File: config.mk
export PLATFORM = sky130hd
export DESIGN_NAME = phase_err_capture
export DESIGN_NICKNAME = d
export VERILOG_FILES = /design/src/rtl/phase_cap_pkg.sv /design/src/rtl/ref_edge_sync.sv /design/src/rtl/phase_err_capture.sv
export SDC_FILE = /design/constraint.sdc
export NUM_CORES = 1
export LEC_CHECK = 0
export ABC_CLOCK_PERIOD_IN_PS = 5200
export BUFFER_PORTS_ARGS = -buffer_cell sky130_fd_sc_hd__buf_2
export CELL_PAD_IN_SITES_DETAIL_PLACEMENT = 1
export CELL_PAD_IN_SITES_GLOBAL_PLACEMENT = 1
export CORE_MARGIN = 3
export CORE_UTILIZATION = 56
export CTS_BUF_LIST = sky130_fd_sc_hd__clkbuf_16
export CTS_CLUSTER_SIZE = 30
export DETAILED_ROUTE_END_ITERATION = 8
export PLACE_DENSITY = 0.76
export SETUP_SLACK_MARGIN = 0.4
export SLEW_MARGIN = 20
export SYNTH_ARGS = -nofsm -noshare
export SYNTH_HDL_FRONTEND = slang
export SYNTH_SLANG_ARGS = --single-unit
File: constraint.sdc
create_clock -name fpga_clk_i -period 5.2 [get_ports fpga_clk_i]
set_input_delay 0.26 -clock fpga_clk_i [delete_from_list [all_inputs] [get_ports fpga_clk_i]]
set_output_delay 0.26 -clock fpga_clk_i [all_outputs]
set_load 0.03 [all_outputs]
File: src/rtl/phase_cap_pkg.sv
`timescale 1ns/1ps
// phase_cap_pkg: shared FSM states, capture modes and helpers
// for the phase error capture block.
package phase_cap_pkg;

  typedef enum logic [1:0] {
    S_IDLE    = 2'd0,
    S_ARMED   = 2'd1,
    S_CAPTURE = 2'd2,
    S_READOUT = 2'd3
  } cap_state_e;

  localparam logic [1:0] MODE_CONT    = 2'd0;
  localparam logic [1:0] MODE_ONESHOT = 2'd1;
  localparam logic [1:0] MODE_TRIG    = 2'd2;

  // Magnitude of a sign-extended error; 32 bits so the most
  // negative code of any error width has a positive magnitude.
  function automatic logic [31:0] abs_err(input logic signed [31:0] e);
    return e[31] ? 32'(-e) : 32'(e);
  endfunction

endpackage

File: src/rtl/ref_edge_sync.sv
`timescale 1ns/1ps
// ref_edge_sync: brings an asynchronous reference clock into the
// local domain and emits a one-cycle pulse per rising edge.
module ref_edge_sync
  import phase_cap_pkg::*;
(
  input  logic clk_i,
  input  logic reset_i,
  input  logic async_i,
  output logic edge_o
);

  logic [2:0] sync_q;
  logic       edge_q;

  // Two sync flops, one history flop, registered edge pulse.
  always_ff @(posedge clk_i) begin
    if (reset_i) begin
      sync_q <= '0;
      edge_q <= 1'b0;
    end else begin
      sync_q <= {sync_q[1:0], async_i};
      edge_q <= sync_q[1] & ~sync_q[2];
    end
  end

  assign edge_o = edge_q;

endmodule

File: src/rtl/phase_err_capture.sv
`timescale 1ns/1ps
// phase_err_capture: per-ref-edge snapshots of ADPLL error words plus
// a period timestamp into a circular buffer, streamed out oldest-first.
module phase_err_capture
  import phase_cap_pkg::*;
#(
  parameter int CH       = 1,
  parameter int ERR_W    = 8,
  parameter int DEPTH    = 64,
  parameter int TS_W     = 10,
  parameter int LOCK_TOL = 2,
  parameter int LOCK_CNT = 16,
  parameter int TRIG_TH  = 20
) (
  input  logic                     fpga_clk_i,
  input  logic                     reset_i,
  input  logic                     enable_i,
  input  logic [1:0]               mode_i,
  input  logic                     arm_i,
  input  logic                     ref_clk_i,
  input  logic [CH*ERR_W-1:0]      error_i,
  input  logic                     rd_ready_i,
  output logic                     rd_valid_o,
  output logic [TS_W+CH*ERR_W-1:0] rd_data_o,
  output logic                     rd_last_o,
  output logic                     full_o,
  output logic                     overflow_o,
  output logic [CH-1:0]            locked_o,
  output logic [1:0]               state_o
);

  localparam int AW = $clog2(DEPTH);
  localparam int CW = AW + 1;
  localparam int DW = TS_W + CH*ERR_W;
  localparam int LW = $clog2(LOCK_CNT + 1);

  cap_state_e state_q, state_d;
  logic [1:0] mode_q, mode_d;
  logic [AW-1:0] wr_ptr_q, wr_ptr_d;
  logic [AW-1:0] rd_ptr_q, rd_ptr_d;
  logic [CW-1:0] count_q, count_d;
  logic [CW-1:0] rem_q, rem_d;
  logic full_q, full_d;
  logic ovf_q, ovf_d;
  logic [TS_W-1:0] ts_q, ts_d;
  logic rd_valid_q, rd_valid_d;
  logic rd_last_q, rd_last_d;
  logic [DW-1:0] rd_data_q;
  logic [LW-1:0] lock_cnt_q [CH];
  logic [LW-1:0] lock_cnt_d [CH];
  logic [CH-1:0] locked_q, locked_d;

  logic ref_edge, edge_en, trig_hit, we, rd_load;
  logic signed [ERR_W-1:0] ech;
  logic [31:0] mag [CH];
  logic [DW-1:0] mem [DEPTH];

  ref_edge_sync u_sync (
    .clk_i   (fpga_clk_i),
    .reset_i (reset_i),
    .async_i (ref_clk_i),
    .edge_o  (ref_edge)
  );

  assign edge_en = ref_edge & enable_i;

  // Per-channel magnitudes feed both the trigger and lock checks.
  always_comb begin
    trig_hit = 1'b0;
    ech      = '0;
    for (int c = 0; c < CH; c++) begin
      ech      = error_i[c*ERR_W +: ERR_W];
      mag[c]   = abs_err(32'(ech));
      trig_hit = trig_hit | (mag[c] > 32'(TRIG_TH));
    end
  end

  // Timestamp restarts at each accepted edge and saturates.
  always_comb begin
    if (edge_en)
      ts_d = TS_W'(1);
    else if (&ts_q)
      ts_d = ts_q;
    else
      ts_d = ts_q + TS_W'(1);
  end

  // Lock detector: run of in-tolerance edges, any miss clears it.
  always_comb begin
    locked_d = locked_q;
    for (int c = 0; c < CH; c++) begin
      lock_cnt_d[c] = lock_cnt_q[c];
      if (edge_en) begin
        if (mag[c] <= 32'(LOCK_TOL)) begin
          if (lock_cnt_q[c] != LW'(LOCK_CNT))
            lock_cnt_d[c] = lock_cnt_q[c] + LW'(1);
          locked_d[c] = (lock_cnt_d[c] == LW'(LOCK_CNT));
        end else begin
          lock_cnt_d[c] = '0;
          locked_d[c]   = 1'b0;
        end
      end
    end
  end

  // Capture/readout FSM with buffer pointer bookkeeping.
  always_comb begin
    state_d    = state_q;
    mode_d     = mode_q;
    wr_ptr_d   = wr_ptr_q;
    rd_ptr_d   = rd_ptr_q;
    count_d    = count_q;
    rem_d      = rem_q;
    full_d     = full_q;
    ovf_d      = ovf_q;
    rd_valid_d = rd_valid_q;
    rd_last_d  = rd_last_q;
    we         = 1'b0;
    rd_load    = 1'b0;
    unique case (state_q)
      S_IDLE: begin
        if (arm_i) begin
          mode_d   = (mode_i == MODE_CONT || mode_i == MODE_TRIG) ?
                     mode_i : MODE_ONESHOT;
          wr_ptr_d = '0;
          count_d  = '0;
          full_d   = 1'b0;
          ovf_d    = 1'b0;
          state_d  = (mode_i == MODE_TRIG) ? S_ARMED : S_CAPTURE;
        end
      end
      S_ARMED: begin
        if (edge_en && trig_hit) begin
          we      = 1'b1;
          state_d = S_CAPTURE;
        end
      end
      S_CAPTURE: begin
        if (edge_en) begin
          we = 1'b1;
          if (mode_q != MODE_CONT && count_q == CW'(DEPTH - 1))
            state_d = S_READOUT;
        end
        if (mode_q == MODE_CONT && arm_i)
          state_d = S_READOUT;
      end
      S_READOUT: begin
        if (rd_valid_q && rd_ready_i && rd_last_q) begin
          rd_valid_d = 1'b0;
          rd_last_d  = 1'b0;
          state_d    = S_IDLE;
        end else if (rem_q != '0 && (!rd_valid_q || rd_ready_i)) begin
          rd_load    = 1'b1;
          rd_valid_d = 1'b1;
          rd_last_d  = (rem_q == CW'(1));
          rd_ptr_d   = rd_ptr_q + AW'(1);
          rem_d      = rem_q - CW'(1);
        end else if (rd_valid_q && rd_ready_i) begin
          rd_valid_d = 1'b0;
        end else if (rem_q == '0 && !rd_valid_q) begin
          state_d = S_IDLE;
        end
      end
      default: state_d = S_IDLE;
    endcase
    if (we) begin
      wr_ptr_d = wr_ptr_q + AW'(1);
      if (count_q == CW'(DEPTH))
        ovf_d = 1'b1;
      else
        count_d = count_q + CW'(1);
      if (count_q >= CW'(DEPTH - 1))
        full_d = 1'b1;
    end
    if (state_q != S_READOUT && state_d == S_READOUT) begin
      rd_ptr_d = wr_ptr_d - count_d[AW-1:0];
      rem_d    = count_d;
    end
  end

  // State and control registers.
  always_ff @(posedge fpga_clk_i) begin
    if (reset_i) begin
      state_q    <= S_IDLE;
      mode_q     <= MODE_CONT;
      wr_ptr_q   <= '0;
      rd_ptr_q   <= '0;
      count_q    <= '0;
      rem_q      <= '0;
      full_q     <= 1'b0;
      ovf_q      <= 1'b0;
      ts_q       <= '0;
      rd_valid_q <= 1'b0;
      rd_last_q  <= 1'b0;
      locked_q   <= '0;
      for (int c = 0; c < CH; c++)
        lock_cnt_q[c] <= '0;
    end else begin
      state_q    <= state_d;
      mode_q     <= mode_d;
      wr_ptr_q   <= wr_ptr_d;
      rd_ptr_q   <= rd_ptr_d;
      count_q    <= count_d;
      rem_q      <= rem_d;
      full_q     <= full_d;
      ovf_q      <= ovf_d;
      ts_q       <= ts_d;
      rd_valid_q <= rd_valid_d;
      rd_last_q  <= rd_last_d;
      locked_q   <= locked_d;
      for (int c = 0; c < CH; c++)
        lock_cnt_q[c] <= lock_cnt_d[c];
    end
  end

  // Buffer write port; contents are not cleared by reset.
  always_ff @(posedge fpga_clk_i) begin
    if (we)
      mem[wr_ptr_q] <= {ts_q, error_i};
  end

  // Buffer read port registered straight into the output word.
  always_ff @(posedge fpga_clk_i) begin
    if (reset_i)
      rd_data_q <= '0;
    else if (rd_load)
      rd_data_q <= mem[rd_ptr_q];
  end

  assign rd_valid_o = rd_valid_q;
  assign rd_data_o  = rd_data_q;
  assign rd_last_o  = rd_last_q;
  assign full_o     = full_q;
  assign overflow_o = ovf_q;
  assign locked_o   = locked_q;
  assign state_o    = state_q;

endmodule

Word-level counts from Yosys, hierarchy flattened. Memory sizes are Yosys's and may differ from the RTL's. A register that Yosys moved wholly into a read port is not among the register bits. Index checks and enable logic that the tools add are counted.

Register bits: 49. RAM bits: 1157. Bits of input ports: 16. Logic and storage cells: 134. Memories: 2.

Memories: mem (depth 64, width 18, rd ports 1, clocked after memory_dff 1, wr ports 1, line phase_err_capture.sv:56) `logic [DW-1:0] mem [DEPTH];`; lock_cnt_q (depth 1, width 5, rd ports 1, clocked after memory_dff 0, wr ports 1, line phase_err_capture.sv:49) `logic [LW-1:0] lock_cnt_q [CH];`.

Add/subtract/negate cells: 8. Order comparisons: 3. Equal/unequal tests: 13. Multiplexer cells: 62. Bitwise gates (word level): 3. Reductions and logical operators: 28.

Operators by type and width (count): 7-bit 2-to-1 mux (8); 6-bit 2-to-1 mux (7); 32-bit by 5-bit > comparator with 1-bit output, second input constant (1); 32-bit by 2-bit <= comparator with 1-bit output, second input constant (1); 32-bit 2-to-1 mux (1); 8-bit negation with 32-bit output (1); 5-bit 2-to-1 mux (6); 1-bit 2-to-1 mux (27); 2-bit 2-to-1 mux (11); 6-bit by 1-bit adder with 6-bit output, second input constant (2); 10-bit by 1-bit adder with 10-bit output, second input constant (1); 10-bit AND reduction (1); 2-bit == test, second input constant (4); 1-bit logical AND (8); 2-bit case mux with 4 select lines (1); 2-bit nonzero test (4); 7-bit by 1-bit adder with 7-bit output, second input constant (1); 7-bit by 1-bit == test with 1-bit output, second input constant (1); 7-bit by 6-bit == test with 1-bit output, second input constant (1); 7-bit == test, second input constant (1); 7-bit by 6-bit greater-or-equal comparator with 1-bit output, second input constant (1); 7-bit zero test (1); 7-bit nonzero test (1); 7-bit by 1-bit subtractor with 7-bit output, second input constant (1); 18 further kinds (25).

Longest topological paths before layout. Gate-level depths: netlist of run 1.

Word-level depth: 11. Gate-level depth with buffers: 20.

Modules after synthesis. Synthesis of run 1 repeated with hierarchy kept, for this count alone.

Cells, all modules: 2180. Area total of the unflattened synthesis: 47687.0 µm².

By module, submodules not included: phase_err_capture (instances 1, cells each 2172, area an instance 47575.6 µm², seq. area each 35954.5 µm²); ref_edge_sync (instances 1, cells each 8, area an instance 111.4 µm², seq. area each 80.1 µm²).

Worst setup path after synthesis of run 1. OpenSTA, ideal clock, no wires.

Path kind: register to register. From: register state_q[0] (netlist: state_o[0]). To: register rd_ptr_q[5]. Data arrival time: 3.831 ns. Slack: 1.296 ns. Cell stages (with the launch flop): 19. Path buffers: 1. Path through: dfxtp_1 -> inv_1 -> ha_1 -> and3_1 -> and2_1 -> a32oi_1 -> nand2_1 -> buf_2 -> a211oi_1 -> nor2_1 -> ha_1 -> nor2b_1 -> o21ai_0 -> nand2b_1 -> a21o_1 -> a21oi_1 -> or3_1 -> a2111o_1 -> o211ai_2.

Cells in the longest elaborated chain, start to end: 9. Elaborated cells between the ends (all ways): 29.

RTL lines: start: declaration (line phase_err_capture.sv:37) `cap_state_e state_q, state_d;`; start signal: assignment (line phase_err_capture.sv:199) `state_q <= state_d;`; 2-bit 2-to-1 mux (line phase_err_capture.sv:160) `end else if (rem_q == '0 && !rd_valid_q) begin`; 2-bit 2-to-1 mux (line phase_err_capture.sv:158) `end else if (rd_valid_q && rd_ready_i) begin`; 2-bit 2-to-1 mux (line phase_err_capture.sv:152) `end else if (rem_q != '0 && (!rd_valid_q || rd_ready_i)) begin`; 2-bit 2-to-1 mux (line phase_err_capture.sv:148) `if (rd_valid_q && rd_ready_i && rd_last_q) begin`; 2-bit case mux with 4 select lines (line phase_err_capture.sv:120) `unique case (state_q)`; 2-bit == test (line phase_err_capture.sv:175) `if (state_q != S_READOUT && state_d == S_READOUT) begin`; 1-bit logical AND (line phase_err_capture.sv:175); 2-bit by 1-bit != test with 1-bit output (no source line) / 2-bit nonzero test (equally long branches); 3-bit AND reduction (no source line); end signal: assignment (line phase_err_capture.sv:202) `rd_ptr_q <= rd_ptr_d;`; end: declaration (line phase_err_capture.sv:40) `logic [AW-1:0] rd_ptr_q, rd_ptr_d;`.

Parallel ways exist; a longest one is shown, timed or not. A chain may end at the register's enable or synchronous reset.

Final worst setup path of run 1. Ends and elaborated chain as after synthesis.

==> impl_metrics.py, run 1 <==
metrics = {
    "yosys": {
        "synth_top_area_share_pct": 72.6,
        "async_reset_ff_share_pct": 0,
        "syn-cell-area_um2": 47700,
        "ys.warnings.count": 0,
        "synth-seq-cells": 1224,
        "syn-num-nets": 2224,
        "syn_inst": 2187,
        "synth.distinct_cells": 63,
        "synth_edf_count": 1152,
        "synth-main-ff-cell": "edfxtp_1",
        "synth.largest_area_cell": "edfxtp_1",
        "yosys-top-cells-area": "edfxtp_1 (73%), mux4_2 (18%), dfxtp_1 (3.0%)",
        "synth_seq_area_share_pct": 75.6,
        "avgSynthCellArea_um2": 21.8,
    },
    "final_layout": {
        "area_growth_pct": 12.9,
        "drive_above_1_share_pct": 31.9,
        "nFillCells": 6704,
        "final_nets": 2385,
        "final_area_um2": 53800,
    },
    "power_and_ir_drop": {
        "switching_share_pct": 22.7,
        "switchingPower_mw": 4.83,
        "clkPwrFrac_pct": 39.8,
        "seq_power_share_pct": 51.1,
        "combPwrFrac_pct": 9.0,
        "p_leak_nw": 16.9,
        "power.internal_mw": 16.4,
        "vdd_drop_max_mv": 0.387,
        "power_density_nw_per_um2": 394,
    },
    "route": {
        "wl_per_cell_um": 35.0,
        "drc": 0,
        "drtAntennaViolNets": 0,
        "wl_met2_um": 62700,
        "wl_met3_um": 10900,
        "vias_per_cell": 6.64,
        "routed_wl_um": 126000,
        "wl_met1_um": 48700,
        "vias": 23824,
        "drt-initial-drc-count": 3112,
        "first_pass_iters": 5,
        "top_layer": "met5",
    },
    "timing": {
        "setup_viol": 0,
        "hold_viol": 0,
        "layout_min_cycle_time_ns": 4.44,
        "worst-slew-pin-transition_ns": 1.08,
        "skew_ns": 0.0296,
        "rsz0062_at_grt": "no",
        "finalCritPeriodShare_pct": 85.4,
        "fin_setup_tns_ns": 0,
        "fmax_mhz": 225,
        "drv_slew": 0,
        "slew-limit-headroom_pct": 27.9,
    },
    "critical_path": {
        "path_max_fanout": 12,
        "cp.required_ns": 5.82,
        "crit_start": "state_o[0]",
        "r2r-start": "state_o[0]",
        "crit_arrival_ns": 5.06,
        "endpoint_kind": "flop",
        "worst_setup_path_start_kind": "flop",
        "worstSetupPathType": "reg -> reg",
    },
    "global_route": {
        "grt-ovfl-total": 0,
        "grt_pass1_wl_um": 183000,
        "grt_max_degree": 95,
        "grt_antenna_before_repair": 11,
        "grt_pass1_vias": 24865,
        "grt_usage_pct": 28.8,
    },
    "floorplanning": {
        "std_cell_rows": 106,
        "die_area_um2": 88700,
        "die_w_um": 298,
        "start_util_pct": 56.8,
        "core_area_um2": 84000,
        "dieHeight_um": 298,
        "io_pins": 41,
    },
    "placed_design": {
        "io_buffers": 40,
        "post_dp_cell_area_um2": 49900,
        "dp_hpwl_um": 75100,
        "gp_congestion": 0.828,
    },
    "clock_network": {
        "cts_setup_buffers": 0,
        "worstSkewPairLatency_ns": 0.72,
        "ctsLongestPathBuffers": 3,
        "cts_resized": 0,
        "cts_tree": "built",
        "h-tree-depth": 3,
        "cts_sinks": 1224,
        "cts_buffers": 119,
        "clockRootBuffer": "clkbuf_16",
        "clkTransAtPathRegs_ns": 0.06,
    },
    "hold_path": {
        "hp-class": "in -> reg",
        "min-delay-start": "reset_i",
    },
    "status": {
        "outcome": "complete, no violations",
    },
    "run": {
        "maxCapViolCount": 0,
    },
}
[power groups by stage]
stage | clock (mW) | sequential, mW | combinational [mW]
finish | 8.46 | 10.9 | 1.91
global route | 8.97 | 10.9 | 2.03
CTS | 8.59 | 10.9 | 1.93
detailed placement | 0 | 11.1 | 1.92
global placement | 0 | 11.1 | 1.86
floorplan | 0 | 11.0 | 1.25
[Yosys cell counts, types with 10 or more instances]
master / count
edfxtp_1: 1152
nand2_1: 75
clkbuf_1: 66
mux4_2: 378
nor2_1: 120
xor2_1: 13
inv_1: 21
and3_1: 10
nand3_1: 21
dfxtp_1: 72
o21ai_0: 18
ha_1: 20
buf_2: 37
nor3_1: 16
a211oi_1: 11
a21oi_1: 39
[worst paths after layout]
check | end | slack, ns | depth (start not counted)
hold reg to reg | u_sync.edge_o | 0.44 | 1
hold / removal | state_o[1] | 0.05 | 2
setup reg to reg | rd_ptr_q[5] | 0.76 | 17
setup / recovery | rd_ptr_q[5] | 0.76 | 17
[flip-flops by register name, indices dropped and copies added (netlist names), 3 cells and up]
name           flops
u_sync.sync_q      3
rd_data_o         18
count_q            7
lock_cnt_q         5
rd_ptr_q           6
ts_q              10
wr_ptr_q           6
rem_q              7
mem             1152
[critical path: stages (launching register included)]
cell	delay (ns)
dfxtp_1	0.42
inv_1	0.16
ha_1	0.32
and3_1	0.27
and2_1	0.24
a32oi_1	0.38
nand2_1	0.39
a211oi_1	0.40
nor2_1	0.12
ha_1	0.30
nor2b_1	0.12
o21ai_0	0.14
nand2b_1	0.11
a21o_1	0.19
a21oi_1	0.17
o21ai_0	0.15
a2111o_1	0.40
o211ai_2	0.07
[metal layers]
layer	up-vias	GRT usage, %
met5	-	0
met4	6	7.13
met3	201	4.65
met2	1272	47.1
met1	12845	41.5
li1	9500	-
[logic make-up (layout without fill, tap and decap cells)]
logic type / after synthesis / count (layout) / share of synthesized area [%]
other: 0 / 1 / 0
AO/OA/AOI/OAI: 109 / 109 / 1.48
adder cells (fa/ha/maj): 21 / 21 / 0.567
multiplexers: 381 / 381 / 17.9
AND/OR/NAND/NOR: 300 / 300 / 2.93
buffers and inverters: 130 / 394 / 1.12
XOR/XNOR: 22 / 22 / 0.404
flip-flops: 1224 / 1224 / 75.6
[what timing repair did]
action / CTS / global route
setup endpoints to repair: 0 / 0
hold buffers: 5 / 0
endpoints found under the hold margin: 5 / 0
[layout by cell type (no fill, tap or decap), types with 8 or more instances in the layout]
cell type	synthesis	routed
and3_1	10	10
o21ai_0	18	18
a31oi_1	9	9
nor2_1	120	56
clkbuf_16	0	121
buf_2	37	40
nand2_1	75	75
xor2_1	13	13
xnor2_1	9	9
a211oi_1	11	11
bufinv_16	0	12
mux4_2	378	378
buf_12	0	9
nor2_2	0	63
clkinv_2	0	21
edfxtp_1	1152	1152
inv_1	21	51
nand2b_1	8	8
buf_4	0	95
dfxtp_2	0	9
nor3_1	16	16
dfxtp_1	72	57
ha_1	20	20
a21oi_1	39	39
clkinv_1	0	27
nand3_1	21	21
[per-stage QoR]
step	total power [mW]	hold WS, ns	setup WS, ns	std cells	utilization (%)
detailed placement	13.0	0.423	0.595	3356	59.5
finish	21.2	0.0474	0.761	3586	64.1
global placement	12.9	0.395	0.752	3356	59.5
global route	21.9	0.0270	0.518	3585	64.1
floorplan	12.3	0.339	1.30	2187	-
CTS	21.4	0.0201	0.877	3585	64.1
[layout make-up]
| type | instances | area, µm² | area share [%] |
|---|---|---|---|
| clock inverter | 103 | 825 | 1.53 |
| clock buffer | 121 | 3030 | 5.62 |
| timing repair buffer | 149 | 1140 | 2.12 |
| sequential | 1224 | 36100 | 67.0 |
| inverter | 21 | 78.8 | 0.146 |
| antenna | 1 | 2.50 | 0.00465 |
| multi-input combinational | 833 | 11300 | 20.9 |
| tap | 1134 | 1420 | 2.64 |
Note: power is estimated with default switching activity, not from simulation.
==> run 2: changes to the inputs <==
ABC_CLOCK_PERIOD_IN_PS = 5400   (was 5200)
CORE_UTILIZATION = 60   (was 56)
PLACE_DENSITY = 0.81   (was 0.76)
clock period = 5.4 ns   (was 5.2 ns; I/O delays follow)
==> run 2 against run 1 <==
  * Global-route usage rose by 3.9 points
  * Die area down 6.5%
  * Via count increased by 2.3%
  * Highest routed layer unchanged
==> impl_metrics.py, run 2 (synthesis results as in run 1) <==
metrics = {
    "global_route": {
        "grt-ovfl-total": 0,
        "grt_pass1_vias": 25448,
        "grt_antenna_before_repair": 11,
        "grt_pass1_wl_um": 190000,
        "grt_max_degree": 69,
        "grt_usage_pct": 32.7,
    },
    "clock_network": {
        "cts_resized": 0,
        "clockRootBuffer": "clkbuf_16",
        "h-tree-depth": 3,
        "cts_setup_buffers": 0,
        "cts_tree": "built",
        "cts_buffers": 118,
        "ctsLongestPathBuffers": 3,
        "worstSkewPairLatency_ns": 0.70,
        "clkTransAtPathRegs_ns": 0.07,
        "cts_sinks": 1224,
    },
    "timing": {
        "hold_ws_ns": 0.0635,
        "drv_slew": 0,
        "skew_ns": 0.0280,
        "hold_viol": 0,
        "rsz0062_at_grt": "no",
        "fmax_mhz": 214,
        "fin_setup_tns_ns": 0,
        "worst-slew-pin-transition_ns": 1.06,
        "finalCritPeriodShare_pct": 86.6,
        "setup_viol": 0,
        "slew-limit-headroom_pct": 29.1,
        "layout_min_cycle_time_ns": 4.68,
    },
    "final_layout": {
        "drive_above_1_share_pct": 31.8,
        "final_cell_mix": "edfxtp_1 (1152), mux4_2 (378), clkbuf_16 (120)",
        "nFillCells": 6014,
        "area_growth_pct": 12.8,
        "final_area_um2": 53800,
        "largest_register": "mem",
        "final_nets": 2383,
        "layout_commonest_cell": "edfxtp_1",
        "fin_cells": 3492,
        "largest_reg_flops": 1152,
    },
    "hold_path": {
        "min-delay-start": "arm_i",
        "hp-class": "in -> reg",
    },
    "status": {
        "outcome": "complete, no violations",
    },
    "critical_path": {
        "cp_cell_sequence": "inv_1, ha_1, and3_1, and2_1, a32oi_1, nand2_1, a211oi_1, nor2_1, ha_1, nor2b_1, o21ai_0, nand2b_1, a21o_1, a21oi_1, o21ai_0, a2111o_1, o211ai_2",
        "r2r-start": "state_o[0]",
        "slowest_stage": "nand2_1",
        "worstSetupPathType": "reg -> reg",
        "endpoint_kind": "flop",
        "crit_arrival_ns": 5.29,
        "cp_top_family": "compound AO/OA/AOI/OAI gates",
        "path_max_fanout": 12,
        "cp.required_ns": 6.01,
        "critical_path_buf_inv_count": 1,
        "worst_setup_path_start_kind": "flop",
        "critPathMaxStageDelay_ns": 0.43,
        "crit_start": "state_o[0]",
    },
    "floorplanning": {
        "die_area_um2": 82900,
        "start_util_pct": 61.0,
        "std_cell_rows": 102,
        "dieHeight_um": 288,
        "io_pins": 41,
        "core_area_um2": 78100,
        "die_w_um": 288,
    },
    "route": {
        "drtAntennaViolNets": 0,
        "first_pass_iters": 6,
        "vias": 24371,
        "vias_per_cell": 6.98,
        "wl_per_cell_um": 37.6,
        "drc": 0,
        "drt-initial-drc-count": 3541,
        "routed_wl_um": 131000,
    },
    "power_and_ir_drop": {
        "p_leak_nw": 16.8,
        "power_mw": 20.5,
        "power_density_nw_per_um2": 382,
        "vdd_drop_max_mv": 0.325,
    },
    "placed_design": {
        "post_dp_cell_area_um2": 49800,
        "dpl.cell_count": 3261,
        "dp_hpwl_um": 75200,
        "io_buffers": 40,
        "gp_congestion": 0.857,
    },
    "run": {
        "maxCapViolCount": 0,
    },
}
==> run 2: cell count changes in the layout (fill, tap and decap cells not counted), sizes merged, moves of 3 or more <==
cell	change
inv	-14
clkinv	+6
clkinvlp	+6
diode	+3
==> run 2: worst register-to-register path, delay by kind of cell, from the launching register on <==
family,cells,cell delay [ns]
AOI/OAI and AO/OA,8,2.08
adders and majority gates,2,0.62
buffers and inverters,1,0.16
DFF,1,0.42
and+or+nand+nor,6,1.32
==> run 2: final timing paths <==
check                           slack [ns]            end  cells after the start
worst min-delay path                  0.06     state_o[0]                      3
worst min register to register        0.41  u_sync.edge_o                      1
worst max-delay path                  0.72    rd_ptr_q[5]                     17
worst max register to register        0.72    rd_ptr_q[5]                     17
==> run 2: layout make-up <==
class                           instances  area (µm²)  area share, %
Multi-Input combinational cell        833       11300           21.0
Timing Repair Buffer                  148        1190           2.22
Antenna cell                            4        10.0         0.0186
Clock inverter                        102         816           1.52
Tap cell                             1040        1300           2.42
Clock buffer                          120        3000           5.59
Inverter                               21        78.8          0.147
Sequential cell                      1224       36100           67.1
==> run 2: where the power goes <==
part	switching, mW	total [mW]	internal, mW
clock	3.56	8.19	4.64
combinational	1.06	1.89	0.829
sequential	0.0996	10.5	10.4
==> run 2: per-layer routing <==
layer / part of all wire, % / GRT usage, % / wire [µm] / up-vias
li1: - / - / - / 9491
met1: 37 / 46.9 / 47900 / 12899
met2: 49 / 52.0 / 64100 / 1678
met3: 11 / 6.29 / 14100 / 295
met4: 3.9 / 10.7 / 5080 / 8
met5: 0.045 / 0 / 59 / -
==> run 2: what timing repair did <==
item	CTS	global route
hold buffers	4	0
setup endpoints to repair	0	0
hold endpoints to repair	4	0
==> run 2: stage by stage <==
step	setup slack, ns	util, %
floorplan	1.50	-
global placement	1.03	63.8
detailed placement	0.732	63.8
CTS	0.902	68.8
global route	0.463	68.8
finish	0.724	68.8
